--- config.mk ---
export PLATFORM = sky130hd
export DESIGN_NAME = sseg_scan_decoder
export DESIGN_NICKNAME = d
export VERILOG_FILES = /design/src/rtl/sseg_scan_decoder.sv
export SDC_FILE = /design/constraint.sdc
export NUM_CORES = 1
export LEC_CHECK = 0
export ABC_AREA = 1
export BUFFER_PORTS_ARGS = -buffer_cell sky130_fd_sc_hd__buf_2
export CAP_MARGIN = 20
export CORE_AREA = 10 10 137 139
export CTS_CLUSTER_SIZE = 20
export DETAILED_ROUTE_END_ITERATION = 6
export DIE_AREA = 0 0 147 149
export HOLD_SLACK_MARGIN = 0.08
export PLACE_DENSITY = 0.51
export SLEW_MARGIN = 20
export SYNTH_ARGS = -nofsm -noshare
export SYNTH_HDL_FRONTEND = slang
export SYNTH_SLANG_ARGS = --single-unit
--- constraint.sdc ---
create_clock -name clk -period 1.8 [get_ports clk]
set_input_delay 0.45 -clock clk [delete_from_list [all_inputs] [get_ports clk]]
set_output_delay 0.45 -clock clk [all_outputs]
set_load 0.005 [all_outputs]
--- src/rtl/sseg_scan_decoder.sv ---
// Monitors a multiplexed 7-segment drive (an/sseg), filters scan ghosting and rebuilds the
// displayed 4-digit value, decimal points and per-digit glyph errors as whole frames.
module sseg_scan_decoder #(
  parameter int STABLE_CYCLES  = 16,
  parameter int TIMEOUT_CYCLES = 2_000_000
) (
  input  logic        clk,
  input  logic        reset,
  input  logic [3:0]  an,
  input  logic [7:0]  sseg,
  output logic [15:0] digits,
  output logic [3:0]  dp,
  output logic [3:0]  seg_err,
  output logic        frame_valid,
  output logic        scan_lost,
  output logic [1:0]  fsm_state
);

  localparam int SW = $clog2(STABLE_CYCLES + 1);
  localparam int TW = $clog2(TIMEOUT_CYCLES + 1);

  typedef enum logic [1:0] {IDLE = 2'd0, SETTLE = 2'd1, HOLD = 2'd2} state_t;

  state_t      state;
  logic [3:0]  an_s1, an_s2;
  logic [7:0]  sseg_s1, sseg_s2;
  logic        an_ok;
  logic [1:0]  an_idx;
  logic [9:0]  cur, sample;
  logic [SW-1:0] stab_cnt;
  logic [TW-1:0] idle_cnt;
  logic        cap_pend;
  logic [1:0]  cap_idx;
  logic [7:0]  cap_seg;
  logic [3:0]  seen, cap_bit;
  logic [4:0]  dec;
  logic        timeout_hit;

  // Returns {err, code}; glyph is active-high gfedcba.
  function automatic logic [4:0] decode_glyph(input logic [6:0] g);
    case (g)
      7'h3F: decode_glyph = {1'b0, 4'h0};
      7'h06: decode_glyph = {1'b0, 4'h1};
      7'h5B: decode_glyph = {1'b0, 4'h2};
      7'h4F: decode_glyph = {1'b0, 4'h3};
      7'h66: decode_glyph = {1'b0, 4'h4};
      7'h6D: decode_glyph = {1'b0, 4'h5};
      7'h7D: decode_glyph = {1'b0, 4'h6};
      7'h07: decode_glyph = {1'b0, 4'h7};
      7'h7F: decode_glyph = {1'b0, 4'h8};
      7'h6F: decode_glyph = {1'b0, 4'h9};
      7'h77: decode_glyph = {1'b0, 4'hA};
      7'h7C: decode_glyph = {1'b0, 4'hB};
      7'h39: decode_glyph = {1'b0, 4'hC};
      7'h5E: decode_glyph = {1'b0, 4'hD};
      7'h79: decode_glyph = {1'b0, 4'hE};
      7'h71: decode_glyph = {1'b0, 4'hF};
      7'h00: decode_glyph = {1'b1, 4'h0};
      default: decode_glyph = {1'b1, 4'hF};
    endcase
  endfunction

  always_ff @(posedge clk or negedge reset) begin
    if (!reset) begin
      an_s1   <= 4'hF;
      an_s2   <= 4'hF;
      sseg_s1 <= 8'hFF;
      sseg_s2 <= 8'hFF;
    end else begin
      an_s1   <= an;
      an_s2   <= an_s1;
      sseg_s1 <= sseg;
      sseg_s2 <= sseg_s1;
    end
  end

  always_comb begin
    an_ok  = 1'b1;
    an_idx = 2'd0;
    case (an_s2)
      4'b1110: an_idx = 2'd0;
      4'b1101: an_idx = 2'd1;
      4'b1011: an_idx = 2'd2;
      4'b0111: an_idx = 2'd3;
      default: an_ok = 1'b0;
    endcase
  end

  assign cur         = {an_idx, sseg_s2};
  assign dec         = decode_glyph(~cap_seg[6:0]);
  assign cap_bit     = 4'b0001 << cap_idx;
  assign timeout_hit = !an_ok && (idle_cnt == TW'(TIMEOUT_CYCLES - 1));
  assign fsm_state   = state;

  // Valid/ready is not used here: cap_pend is a one-cycle strobe carrying cap_idx/cap_seg,
  // and the output stage always accepts it on the following edge.
  always_ff @(posedge clk or negedge reset) begin
    if (!reset) begin
      state    <= IDLE;
      sample   <= '0;
      stab_cnt <= '0;
      cap_pend <= 1'b0;
      cap_idx  <= 2'd0;
      cap_seg  <= 8'h00;
    end else begin
      cap_pend <= 1'b0;
      case (state)
        IDLE: begin
          if (an_ok) begin
            sample   <= cur;
            stab_cnt <= SW'(1);
            state    <= SETTLE;
          end
        end
        SETTLE: begin
          if (!an_ok) begin
            stab_cnt <= '0;
            state    <= IDLE;
          end else if (cur != sample) begin
            sample   <= cur;
            stab_cnt <= SW'(1);
          end else if (stab_cnt >= SW'(STABLE_CYCLES - 1)) begin
            stab_cnt <= SW'(STABLE_CYCLES);
            state    <= HOLD;
            cap_pend <= 1'b1;
            cap_idx  <= sample[9:8];
            cap_seg  <= sample[7:0];
          end else begin
            stab_cnt <= stab_cnt + SW'(1);
          end
        end
        HOLD: begin
          if (!an_ok) begin
            stab_cnt <= '0;
            state    <= IDLE;
          end else if (cur != sample) begin
            sample   <= cur;
            stab_cnt <= SW'(1);
            state    <= SETTLE;
          end
        end
        default: state <= IDLE;
      endcase
    end
  end

  always_ff @(posedge clk or negedge reset) begin
    if (!reset) begin
      digits      <= 16'h0000;
      dp          <= 4'h0;
      seg_err     <= 4'h0;
      seen        <= 4'h0;
      frame_valid <= 1'b0;
    end else begin
      frame_valid <= 1'b0;
      if (cap_pend) begin
        digits[{cap_idx, 2'b00} +: 4] <= dec[3:0];
        dp[cap_idx]      <= ~cap_seg[7];
        seg_err[cap_idx] <= dec[4];
        if ((seen | cap_bit) == 4'hF) begin
          frame_valid <= 1'b1;
          seen        <= 4'h0;
        end else begin
          seen <= seen | cap_bit;
        end
      end
      // A lost scan discards the partial frame; decoded values stay visible.
      if (timeout_hit) seen <= 4'h0;
    end
  end

  always_ff @(posedge clk or negedge reset) begin
    if (!reset) begin
      idle_cnt  <= '0;
      scan_lost <= 1'b0;
    end else if (an_ok) begin
      idle_cnt  <= '0;
      scan_lost <= 1'b0;
    end else if (idle_cnt < TW'(TIMEOUT_CYCLES)) begin
      idle_cnt <= idle_cnt + TW'(1);
      if (timeout_hit) scan_lost <= 1'b1;
    end
  end

endmodule

# == After elaboration in Yosys (flattened, before gate mapping) ==
# Cells that the tools add are included.
# word_totals
register_bits,103
input_bits,14
out_inout_bits,28
elab_cells,119
# op_classes
n_addsub,3
n_lt_le_gt_ge,4
n_eq_ne,31
shift,3
n_mux,40
n_bitwise,4
n_reduce_logical,17
# ops
cell,n
case mux 5 bit (17 select lines),1
equality test 7 bit (second input constant),12
two-way mux 21 bit,2
two-way mux 10 bit,3
two-way mux 5 bit,6
adder 21 x 1 -> 21 bit (second input constant),1
equality test 21 bit (second input constant),1
less-than comparator 21 bit (second input constant),1
case mux 10 bit (2 select lines),1
bitwise mux 16 bit,1
equality test 4 bit (second input constant),4
variable shift 4 x 6 -> 16 bit (first input constant),1
indexed part select 4 x 6 -> 16 bit,1
case mux 5 bit (3 select lines),1
equality test 7 x 3 -> 1 bit (second input constant),2
equality test 7 x 6 -> 1 bit (second input constant),2
two-way mux 2 bit,6
two-way mux 4 bit,3
case mux 2 bit (3 select lines),2
AND reduction 4 bit,3
two-way mux 1 bit,11
inequality test 10 bit,1
inequality test 3 bit (second input constant),3
bitwise mux 4 bit,2
other kinds (25),31

# == Depth between registers and ports, before layout ==
# Gate-level depths: netlist of the first run.
# logic_depth
ltp_word,8
depth_mapped,13
ltp_nobuf,13

# == Worst setup path before layout of the first run ==
# No wires, ideal clock.
# synth_path
kind,reg2reg
startpoint,register cap_idx[0]
endpoint,register digits[0]
setup_ns,0.065
arrival_time_ns,1.790
required_time_ns,1.735
setup_slack_ns,-0.055
stages_incl_launch_ff,7
n_path_buf,1
synth_period_minus_slack_ns,1.855
path_cell_list,dfrtp_1 > clkbuf_1 > inv_1 > ha_1 > nor4_1 > nand2_1 > nand2_1
# synth_between
elab_chain_len,3
word_cells_on_any_way,4
cone_classes,add/sub (1); shift (2); mux (1)
# synth_lines
item,line_no,source
start: declaration,33,logic [1:0] cap_idx;
start signal: assignment,126,cap_idx <= sample[9:8];
negation 4 -> 6 bit *,157,"digits[{cap_idx, 2'b00} +: 4] <= dec[3:0];"
indexed part select 4 x 6 -> 16 bit or variable shift 4 x 6 -> 16 bit (tied branches),157,
bitwise mux 16 bit *,157,
end signal: indexed assignment,157,
end: declaration,11,"output logic [15:0] digits,"
# Every way passes the cells marked *; elsewhere a longest branch is shown, timed or not.
# A chain may end at the register's enable or synchronous reset.

# == Worst setup path after layout of the first run ==
# layout_path
startpoint,register an_s2[3]
endpoint,register state[1] (netlist: fsm_state[1])
# layout_between
elab_chain_len,5
word_cells_on_any_way,16
cone_classes,eq/ne (9); mux (5); reduce/logical (2)
# layout_lines
item,line_no,source
start: declaration,25,"logic [3:0] an_s1, an_s2;"
start signal: assignment,71,an_s2 <= an_s1;
equality test 4 x 3 -> 1 bit or equality test 4 bit (tied branches),80,case (an_s2)
case mux 2 bit (3 select lines) or OR reduction 4 bit (tied branches),n/a,
inequality test 10 bit or two-way mux 1 bit (tied branches),"119, 136, 80",
inequality test 3 bit (no line) (tied with other cells),n/a,
AND reduction 4 bit (no line) or case mux 2 bit (3 select lines) (tied branches),n/a,
end signal: assignment,118,state <= IDLE;
end signal: assignment,135,state <= IDLE;
end signal: assignment,139,state <= SETTLE;
end: declaration,24,state_t state;
# Several ways; a longest one is shown, not always the timed one.

==> run_results.csv, run 1 <==
group,metric,value,unit
run_status,status,"completed",
floorplan,start_util,33.08,%
cts,cts_tree,"done",
cells_and_area,final_cells,975,
drt,vias_per_cell,4.577,
timing,period_needed,1701,ps
floorplan,die_h,149,um
place,dp.cells,955,
timing,worst_pin_slew,396.9,ps
yosys,synth_compound_area_share,6.057,%
floorplan,dieWidth,147,um
cts,cts_buffers,9,
critical_path,crit_type,"reg2reg",
yosys,synth_seq_area_share,48.74,%
grt,grt_pass1_vias,4380,
drt,drt-wirelength-per-cell,12.87,um
cts,ctsHtreeMaxLevel,3,
timing,holdWs,184.7,ps
hold_path,min_path_type,"in2reg",
cells_and_area,n_antenna_cell,0,
yosys,ys_warn_count,0,
critical_path,critPathMaxStageDelay,570,ps
timing,period_share,94.52,%
floorplan,ioPinCount,42,
cts,clk_latency,360,ps
yosys,async_flop_share,100.0,%
cts,cts-root-buf,"clkbuf_16",
timing,setup_viol,0,
cells_and_area,nNetsFinal,779,
timing,relSlewSlack,73.54,%
yosys,syn_nets,704,
grt,antenna_found_initial,0,
cells_and_area,area_delta_synth_final,21.73,%
drt,routed_wirelength,12550,um
yosys,synth_xor_area_share,1.473,%
critical_path,cp_top_family,"simple AND/OR/NAND/NOR gates",
cts,path_clk_slew,70,ps
critical_path,crit_chain,"nand2_4 -> nand3b_1 -> nand2_4 -> inv_6 -> nor2_4 -> nand3_4 -> nand3_4 -> inv_2 -> nand2_2 -> nand2_1",
pwr,peakVddDrop,0.4983,mV
timing,rsz0062_at_grt,"true",
critical_path,critPathMaxFanout,8,
drt,vias,4463,
cells_and_area,drive_gt1_share,24.90,%
place,place_ws,-24.25,ps
pwr,leakagePower,0.003200,uW
yosys,avgSynthCellArea,7.926,um2
yosys,ys_ff_latch,103,
grt,grt_max_degree,36,
pwr,cellPowerDensity,877.0,nW/um2
floorplan,die_area,21900,um2
place,place_hpwl,9480,um
timing,setup_slack,98.57,ps
yosys,synth_adder_area_share,3.508,%
drt,detail_route.iter0.violations,307,
floorplan,rows,47,
cts,clockBufferDepth,2,
timing,finClkSkew,8.628,ps
yosys,synth-edff-count,0,
yosys,netlist_instances,675,
critical_path,worstPathArrival,1950,ps
critical_path,path_buf_inv,2,
grt,grt_pass1_wl,21360,um
critical_path,crit_path_top_delay_cell,"dfstp_2",
yosys,ys.flop_type,"dfrtp_1",
place,numPortBuffers,41,
critical_path,crit_path_start_kind,"register",
timing,max_freq,587.7,MHz
critical_path,path_depth,10,
critical_path,r2r_cells,10,
yosys,syn-cell-area,5350,um2
place,place_congestion,0.8697,
flow_run,maxCapViolCount,0,
yosys,muxShareOfSynthArea,0,%
yosys,yosysUniqueCellTypes,34,
yosys,synth_top_family_by_area,"simple AND/OR/NAND/NOR gates",
timing,timing.setup.tns,0,ps
floorplan,core_area,16170,um2
timing,final_hold_viol_count,0,
timing,finalMaxSlewViolations,0,
yosys,synth-simple-area-share,33.68,%
drt,drc_errors,0,
cts,cts_sinks,103,
critical_path,cp.required,2050,ps
hold_path,holdPathStages,1,
grt,track_usage,11.89,%
pwr,finalPower,5712,uW
drt,ant_nets,0,
drt,drt-pass1-iter-count,4,
grt,grt_overflow_total,0,
critical_path,critPathCaptureType,"register",
layout make-up:
class	count	area (um2)
clock buffers	9	225.2
clock inverters	7	56.30
fillers	1618	9659
inverters	75	286.5
multi-input cells	485	2547
flip-flops and latches	103	2608
well taps	220	275.3
repair buffers	76	514.2
cell usage in the layout (no fill, tap or decap), types with 14 or more instances in the layout:
cell type	instances
nand4_1	23
inv_1	66
dfstp_2	24
buf_2	40
nor2_1	79
nand2_2	26
nand3_1	37
buf_4	31
dfrtp_1	79
nand2_1	181
nor3_1	16
o21ai_1	14
a21oi_1	14
o21ai_0	25
worst paths after layout:
kind | startpoint | endpoint | slack, ps
min reg2reg | an_s1[0] | an_s2[0] | 360
min in group asynchronous | reset | digits[14] | 560
max | an_s2[3] | fsm_state[1] | 100
max in group asynchronous | reset | idle_cnt[16] | 640
max reg2reg | an_s2[3] | fsm_state[1] | 100
min | sseg[5] | sseg_s1[5] | 180
cells by family (layout without fill, tap and decap cells):
kind of cell / count (synthesis) / count (layout)
simple gates: 400 / 400
flops: 103 / 103
buf+inv: 87 / 167
compound gates: 61 / 61
fa+ha+maj: 15 / 15
xor+xnor: 9 / 9
cells in the mapped netlist (14+ instances only):
cell | instances | area share, %
nand2_2 | 17 | 2.0
nand2_1 | 194 | 14
nand3_1 | 38 | 3.6
dfrtp_1 | 79 | 37
nor3_1 | 17 | 1.6
a21oi_1 | 14 | 1.3
o21ai_0 | 26 | 2.4
dfstp_2 | 24 | 12
o21ai_1 | 14 | 1.3
nand4_1 | 23 | 2.7
inv_1 | 67 | 4.7
nor2_1 | 85 | 6.0
ha_1 | 15 | 3.5
flip-flops by register name, indices dropped and copies added (netlist names):
name         count
cap_pend         1
an_s1            4
seen             4
digits          16
an_s2            4
stab_cnt         5
cap_idx          2
idle_cnt        21
sseg_s2          8
fsm_state        2
sseg_s1          8
sample          10
cap_seg          8
dp               4
frame_valid      1
seg_err          4
scan_lost        1
metrics by stage:
| step | instance area, um2 | utilization, % |
|---|---|---|
| floorplan | 5356 | - |
| global placement | 6043 | 37.37 |
| detailed placement | 6043 | 37.37 |
| CTS | 6342 | 39.22 |
| global route | 6513 | 40.27 |
| finish | 6513 | 40.27 |
what timing repair did:
action	4_1_cts	5_1_grt
resized for setup	2	39
endpoints found under the hold margin	25	0
setup endpoints to repair	3	42
buffers inserted	0	3
pin swaps	0	11
hold buffers	1	0
report_power, final:
group / leakage, uW / switching, uW / total (uW) / internal [uW]
registers: 0.00133 / 160 / 2700 / 2550
clock network: 0.000136 / 922 / 1870 / 953
logic: 0.00174 / 697 / 1130 / 435
per-layer routing:
metal | GRT usage [%] | routed length, um
met1 | 15.10 | 6056
met2 | 18.95 | 5777
met3 | 2.670 | 452
met4 | 5.451 | 262
met5 | 0 | 0
Note: power is estimated with default switching activity, not from simulation.
==> run 2, diff against run 1 <==
--- a/config.mk
+++ b/config.mk
@@ -6,14 +6,16 @@
 export NUM_CORES = 1
 export LEC_CHECK = 0
 export ABC_AREA = 1
-export BUFFER_PORTS_ARGS = -buffer_cell sky130_fd_sc_hd__buf_2
 export CAP_MARGIN = 20
+export CELL_PAD_IN_SITES_DETAIL_PLACEMENT = 0
+export CELL_PAD_IN_SITES_GLOBAL_PLACEMENT = 1
 export CORE_AREA = 10 10 137 139
 export CTS_CLUSTER_SIZE = 20
 export DETAILED_ROUTE_END_ITERATION = 6
 export DIE_AREA = 0 0 147 149
+export DONT_BUFFER_PORTS = 1
 export HOLD_SLACK_MARGIN = 0.08
-export PLACE_DENSITY = 0.51
+export PLACE_DENSITY = 0.61
 export SLEW_MARGIN = 20
 export SYNTH_ARGS = -nofsm -noshare
 export SYNTH_HDL_FRONTEND = slang
==> constraint.sdc (replaced) <==
create_clock -name clk -period 1.8 [get_ports clk]
set_input_delay 0.18 -clock clk [delete_from_list [all_inputs] [get_ports clk]]
set_output_delay 0.18 -clock clk [all_outputs]
set_load 0.005 [all_outputs]
==> run_results.csv, run 2 (synthesized netlist as in run 1, its figures left out) <==
group,metric,value,unit
pwr,leakagePower,0.003049,uW
run_status,status,"finished, violations left",
flow_run,maxCapViolCount,0,
cells_and_area,final_cell_mix,"184 x nand2_1, 79 x nor2_1, 79 x dfrtp_1, 63 x inv_1, 38 x nand3_1",
timing,relSlewSlack,74.42,%
place,place_hpwl,9380,um
critical_path,r2r_cells,9,
grt,grt_overflow_total,0,
pwr,peakVddDrop,0.4444,mV
cts,holdBufCountCts,12,
cells_and_area,largest_reg_flops,21,
cts,clk_latency,350,ps
floorplan,die_h,149,um
cells_and_area,reg_top3,"idle_cnt: 21 flops, digits: 16 flops, sample: 10 flops",
drt,vias_per_cell,4.659,
grt,track_usage,11.96,%
grt,grt_pass1_vias,4324,
timing,worst_pin_slew,380.6,ps
cells_and_area,nNetsFinal,746,
drt,detail_route.iter0.violations,170,
drt,drt-wirelength-per-cell,13.52,um
timing,rsz0062_at_grt,"true",
pwr,netSwitchingPower,1706,uW
pwr,cellPowerDensity,896.9,nW/um2
timing,final_hold_viol_count,103,
pwr,switching_share,29.59,%
critical_path,crit_path_start_kind,"register",
critical_path,critPathMaxFanout,5,
timing,period_share,98.33,%
cts,ctsHtreeMaxLevel,3,
place,place_ws,-62.28,ps
critical_path,critPathCaptureType,"register",
drt,drc_errors,0,
critical_path,ff2ff_setup_slack,30,ps
floorplan,ioPinCount,42,
drt,ant_nets,0,
floorplan,rows,47,
cells_and_area,final_common_cell,"nand2_1",
cts,cts_tree,"done",
pwr,seqPwrFrac,46.7,%
grt,antenna_found_initial,0,
run_status,violations,"negative hold slack",
critical_path,rr_endpoint,"cap_idx[0]",
floorplan,core_area,16170,um2
floorplan,start_util,33.08,%
cts,clockBufferDepth,2,
grt,grt_max_degree,104,
timing,max_freq,565.0,MHz
critical_path,worstPathArrival,2010,ps
drt,vias,4389,
timing,holdWs,-476.4,ps
cells_and_area,n_antenna_cell,0,
place,place_congestion,0.8192,
cts,cts-root-buf,"clkbuf_16",
timing,finClkSkew,7.400,ps
critical_path,r2r_start,"an_s2[2]",
drt,routed_wirelength,12730,um
cells_and_area,area_delta_synth_final,20.16,%
pwr,p_comb_share,18.7,%
cells_and_area,largest-register,"idle_cnt",
cts,cts_buffers,9,
timing,setup_viol,0,
cts,path_clk_slew,70,ps
floorplan,dieWidth,147,um
pwr,clkPwrFrac,34.6,%
drt,drt-pass1-iter-count,4,
critical_path,cp.required,2040,ps
place,numPortBuffers,0,
grt,grt_pass1_wl,21710,um
critical_path,crit_type,"reg2reg",
hold_path,min_path_type,"in2async",
pwr,internal-power,4060,uW
cells_and_area,drive_gt1_share,19.81,%
floorplan,die_area,21900,um2
cts,cts_sinks,103,
timing,finalMaxSlewViolations,0,
timing,timing.setup.tns,0,ps
timing,setup_slack,30.12,ps
timing,period_needed,1770,ps
## run 2: cell types whose count changed in the layout (fill, tap and decap cells not counted), moves of 3 or more
cell,delta
o21ai_2,+4
o21ai_1,-4
buf_4,-4
inv_2,+3
inv_1,-3
buf_2,-40
dlygate4sd3_1,+11
nand2_2,-4
nand2_1,+3
## run 2: repair_timing
action	CTS	global route
setup buffers	0	4
gates resized for setup	1	42
setup endpoints to repair	10	35
cloned	0	2
hold endpoints to repair	115	103
pin swaps	0	14
## run 2: routing by layer
layer  part of all wire [%]  wire (um)  global-route usage, %  up-vias
met5                      0          0                      0        -
met4                   0.93        119                  3.469        0
met3                    4.4        555                  3.519        9
met2                     49       6179                  20.13       52
met1                     46       5878                  14.55     2077
li1                       -          -                      -     2251
## run 2: area by class of cell
class	count	area, um2
clock inverters	5	66.31
repair buffers	43	412.9
multi-input cells	485	2545
flip-flops and latches	103	2608
inverters	75	289.0
well taps	220	275.3
fillers	1682	9743
clock buffers	11	232.7
## run 2: how the worst max path moves through the flow
stage	startpoint	endpoint	slack [ps]	depth (start not counted)
floorplan	cap_idx[0]	seen[0]	10	8
global placement	idle_cnt[1]	seen[1]	-4	8
detailed placement	an_s2[3]	sample[6]	-60	12
CTS	idle_cnt[1]	seen[1]	4	8
global route	sseg_s2[0]	cap_seg[2]	-70	10
finish	an_s2[2]	cap_idx[0]	30	9
## run 2: worst max-delay path: stages, from the launching register on
cell and delay (ps):
dfstp_2 560, nand2_2 100, nand3b_1 220, nand2_4 140, nand2_1 100, inv_2 100
nand3_4 120, clkbuf_16 190, nand2_1 60, o21ai_1 60
## run 2: power by group through the flow
stage          sequential, uW  combinational [uW]  clock [uW]
2_1_floorplan            2720                 708           0
3_3_place_gp             2730                 953           0
3_5_place_dp             2730                 962           0
4_1_cts                  2690                 994        2080
5_1_grt                  2720                1240        2180
6_report                 2690                1080        2000
## run 2: through the flow
step	util (%)	cells	total power [uW]	instance area (um2)
after floorplan	-	675	3425	5356
after global placement	35.65	908	3681	5766
after detailed placement	35.65	908	3695	5766
after CTS	38.27	936	5761	6190
after global routing	39.75	942	6135	6429
final	39.75	942	5766	6429
==> run 3, diff against run 2 <==
--- a/config.mk
+++ b/config.mk
@@ -15,7 +15,7 @@
 export DIE_AREA = 0 0 147 149
 export DONT_BUFFER_PORTS = 1
 export HOLD_SLACK_MARGIN = 0.08
-export PLACE_DENSITY = 0.61
+export PLACE_DENSITY = 0.59
 export SLEW_MARGIN = 20
 export SYNTH_ARGS = -nofsm -noshare
 export SYNTH_HDL_FRONTEND = slang
==> constraint.sdc (replaced) <==
create_clock -name clk -period 2 [get_ports clk]
set_input_delay 0.2 -clock clk [delete_from_list [all_inputs] [get_ports clk]]
set_output_delay 0.2 -clock clk [all_outputs]
set_load 0.005 [all_outputs]
==> run_results.csv, run 3 (synthesized netlist as in run 1, its figures left out) <==
group,metric,value,unit
cells_and_area,regArea,2608,um2
drt,detail_route.iter0.violations,255,
timing,holdWs,-463.3,ps
critical_path,critPathMaxFanout,5,
floorplan,rows,47,
drt,ant_nets,0,
grt,grt_pass1_wl,21040,um
timing,setup_viol,0,
cts,postCtsSetupBuffers,0,
pwr,internal-power,3532,uW
drt,vias_per_cell,4.608,
critical_path,cp.required,2220,ps
cts,holdBufCountCts,12,
floorplan,dieWidth,147,um
pwr,leakagePower,0.002909,uW
pwr,netSwitchingPower,1477,uW
cells_and_area,final_cell_mix,"193 x nand2_1, 84 x nor2_1, 79 x dfrtp_1, 67 x inv_1, 38 x nand3_1",
cells_and_area,largest-register,"idle_cnt",
cells_and_area,multi_input_area,2402,um2
cts,clk_latency,360,ps
drt,routed_wirelength,12310,um
timing,setup_slack,170.6,ps
timing,timing.setup.tns,0,ps
drt,drc_errors,0,
place,place_congestion,0.8798,
pwr,switching_share,29.48,%
timing,finClkSkew,10.38,ps
place,numPortBuffers,0,
hold_path,min_path_type,"in2async",
floorplan,start_util,33.08,%
drt,drt-wirelength-per-cell,13.34,um
drt,dr_wl_met2,5508,um
timing,max_freq,546.6,MHz
floorplan,ioPinCount,42,
run_status,violations,"negative hold slack",
timing,relSlewSlack,71.95,%
drt,drt-pass1-iter-count,4,
place,place_hpwl,9006,um
cells_and_area,nNetsFinal,727,
cells_and_area,fill_cells,1676,
cells_and_area,final_common_cell,"nand2_1",
cts,cts_tree,"done",
critical_path,worstPathArrival,2050,ps
grt,grt_overflow_total,0,
timing,finalMaxSlewViolations,0,
grt,grt_max_degree,104,
pwr,cellPowerDensity,823.1,nW/um2
cts,cts-root-buf,"clkbuf_16",
cts,ctsHtreeMaxLevel,3,
timing,period_share,91.47,%
cells_and_area,final_core_util,37.62,%
drt,met3_length,593,um
cells_and_area,reg_top3,"idle_cnt: 21 flops, digits: 16 flops, sample: 10 flops",
critical_path,crit_path_start_kind,"register",
place,place_ws,106.3,ps
cts,clockBufferDepth,2,
grt,track_usage,11.65,%
run_status,status,"finished, violations left",
critical_path,crit_type,"reg2reg",
cells_and_area,largest_reg_flops,21,
pwr,finalPower,5009,uW
floorplan,die_h,149,um
floorplan,core_area,16170,um2
grt,grt_pass1_vias,4200,
critical_path,critPathCaptureType,"register",
pwr,peakVddDrop,0.4168,mV
timing,worst_pin_slew,416.3,ps
timing,final_hold_viol_count,103,
timing,period_needed,1829,ps
cells_and_area,drive_gt1_share,13.80,%
flow_run,maxCapViolCount,0,
critical_path,cp-startpoint,"idle_cnt[1]",
pwr,clkPwrFrac,35.2,%
floorplan,die_area,21900,um2
grt,antenna_found_initial,0,
cells_and_area,n_antenna_cell,0,
cts,cts_buffers,9,
drt,wl_met1,6010,um
cells_and_area,area_delta_synth_final,13.73,%
pwr,p_comb_share,16.3,%
cts,path_clk_slew,80,ps
drt,top_layer,"met4",
pwr,seqPwrFrac,48.5,%
cts,cts_sinks,103,
drt,vias,4253,
timing,rsz0062_at_grt,"false",
critical_path,r2r_start,"idle_cnt[1]",
run 3: cell count changes in the layout (fill, tap and decap cells not counted), sizes merged:
cell	previous run	this run
clkinvlp	1	0
buf	29	12
bufinv	1	0
clkbuf	13	12
inv	77	78
run 3: area by class of cell:
type | instances | share of cell area (%)
inverters | 75 | 4.668
well taps | 220 | 4.524
multi-input cells | 485 | 39.48
flip-flops and latches | 103 | 42.85
repair buffers | 24 | 3.660
clock buffers | 12 | 4.236
clock inverters | 4 | 0.5758
run 3: worst max-delay path: stages, from the launching register on:
cell     delay (ps)
dfrtp_1         400
ha_1            250
nand3_1         180
inv_1           130
nand2_1          50
nor4_1          210
nand4_1         170
o21ai_0         210
a21oi_1          90
run 3: power by group through the flow:
stage | Clock (uW) | Combinational (uW) | Sequential [uW]
final | 1760 | 814 | 2430
after global routing | 1920 | 971 | 2460
after CTS | 1820 | 824 | 2430
after detailed placement | 0 | 799 | 2470
after global placement | 0 | 790 | 2460
after floorplan | 0 | 637 | 2450
run 3: path summary, 6_finish.rpt:
| kind | end | slack (ps) | cells past startpoint |
|---|---|---|---|
| max in group asynchronous | sseg_s2[7] | 2220 | 0 |
| max reg2reg | seen[0] | 170 | 8 |
| min reg2reg | an_s2[1] | 360 | 0 |
| max | seen[0] | 170 | 8 |
| min | cap_seg[0] | -460 | 0 |
| min in group clk | an_s2[1] | 360 | 0 |
run 3: layer usage:
| metal | track usage [%] | vias to the layer above |
|---|---|---|
| li1 | - | 2203 |
| met3 | 3.701 | 16 |
| met1 | 14.54 | 1973 |
| met4 | 3.915 | 0 |
| met2 | 18.73 | 61 |
| met5 | 0 | - |
run 3: metrics by stage:
stage / std cells / area, um2
after detailed placement: 895 / 5662
after global routing: 923 / 6085
final: 923 / 6085
after global placement: 895 / 5662
after CTS: 923 / 6075
after floorplan: 675 / 5350
run 3: timing repair:
action / 4_1_cts / 5_1_grt
resized for setup: 0 / 3
setup endpoints to repair: 0 / 6
endpoints found under the hold margin: 115 / 103
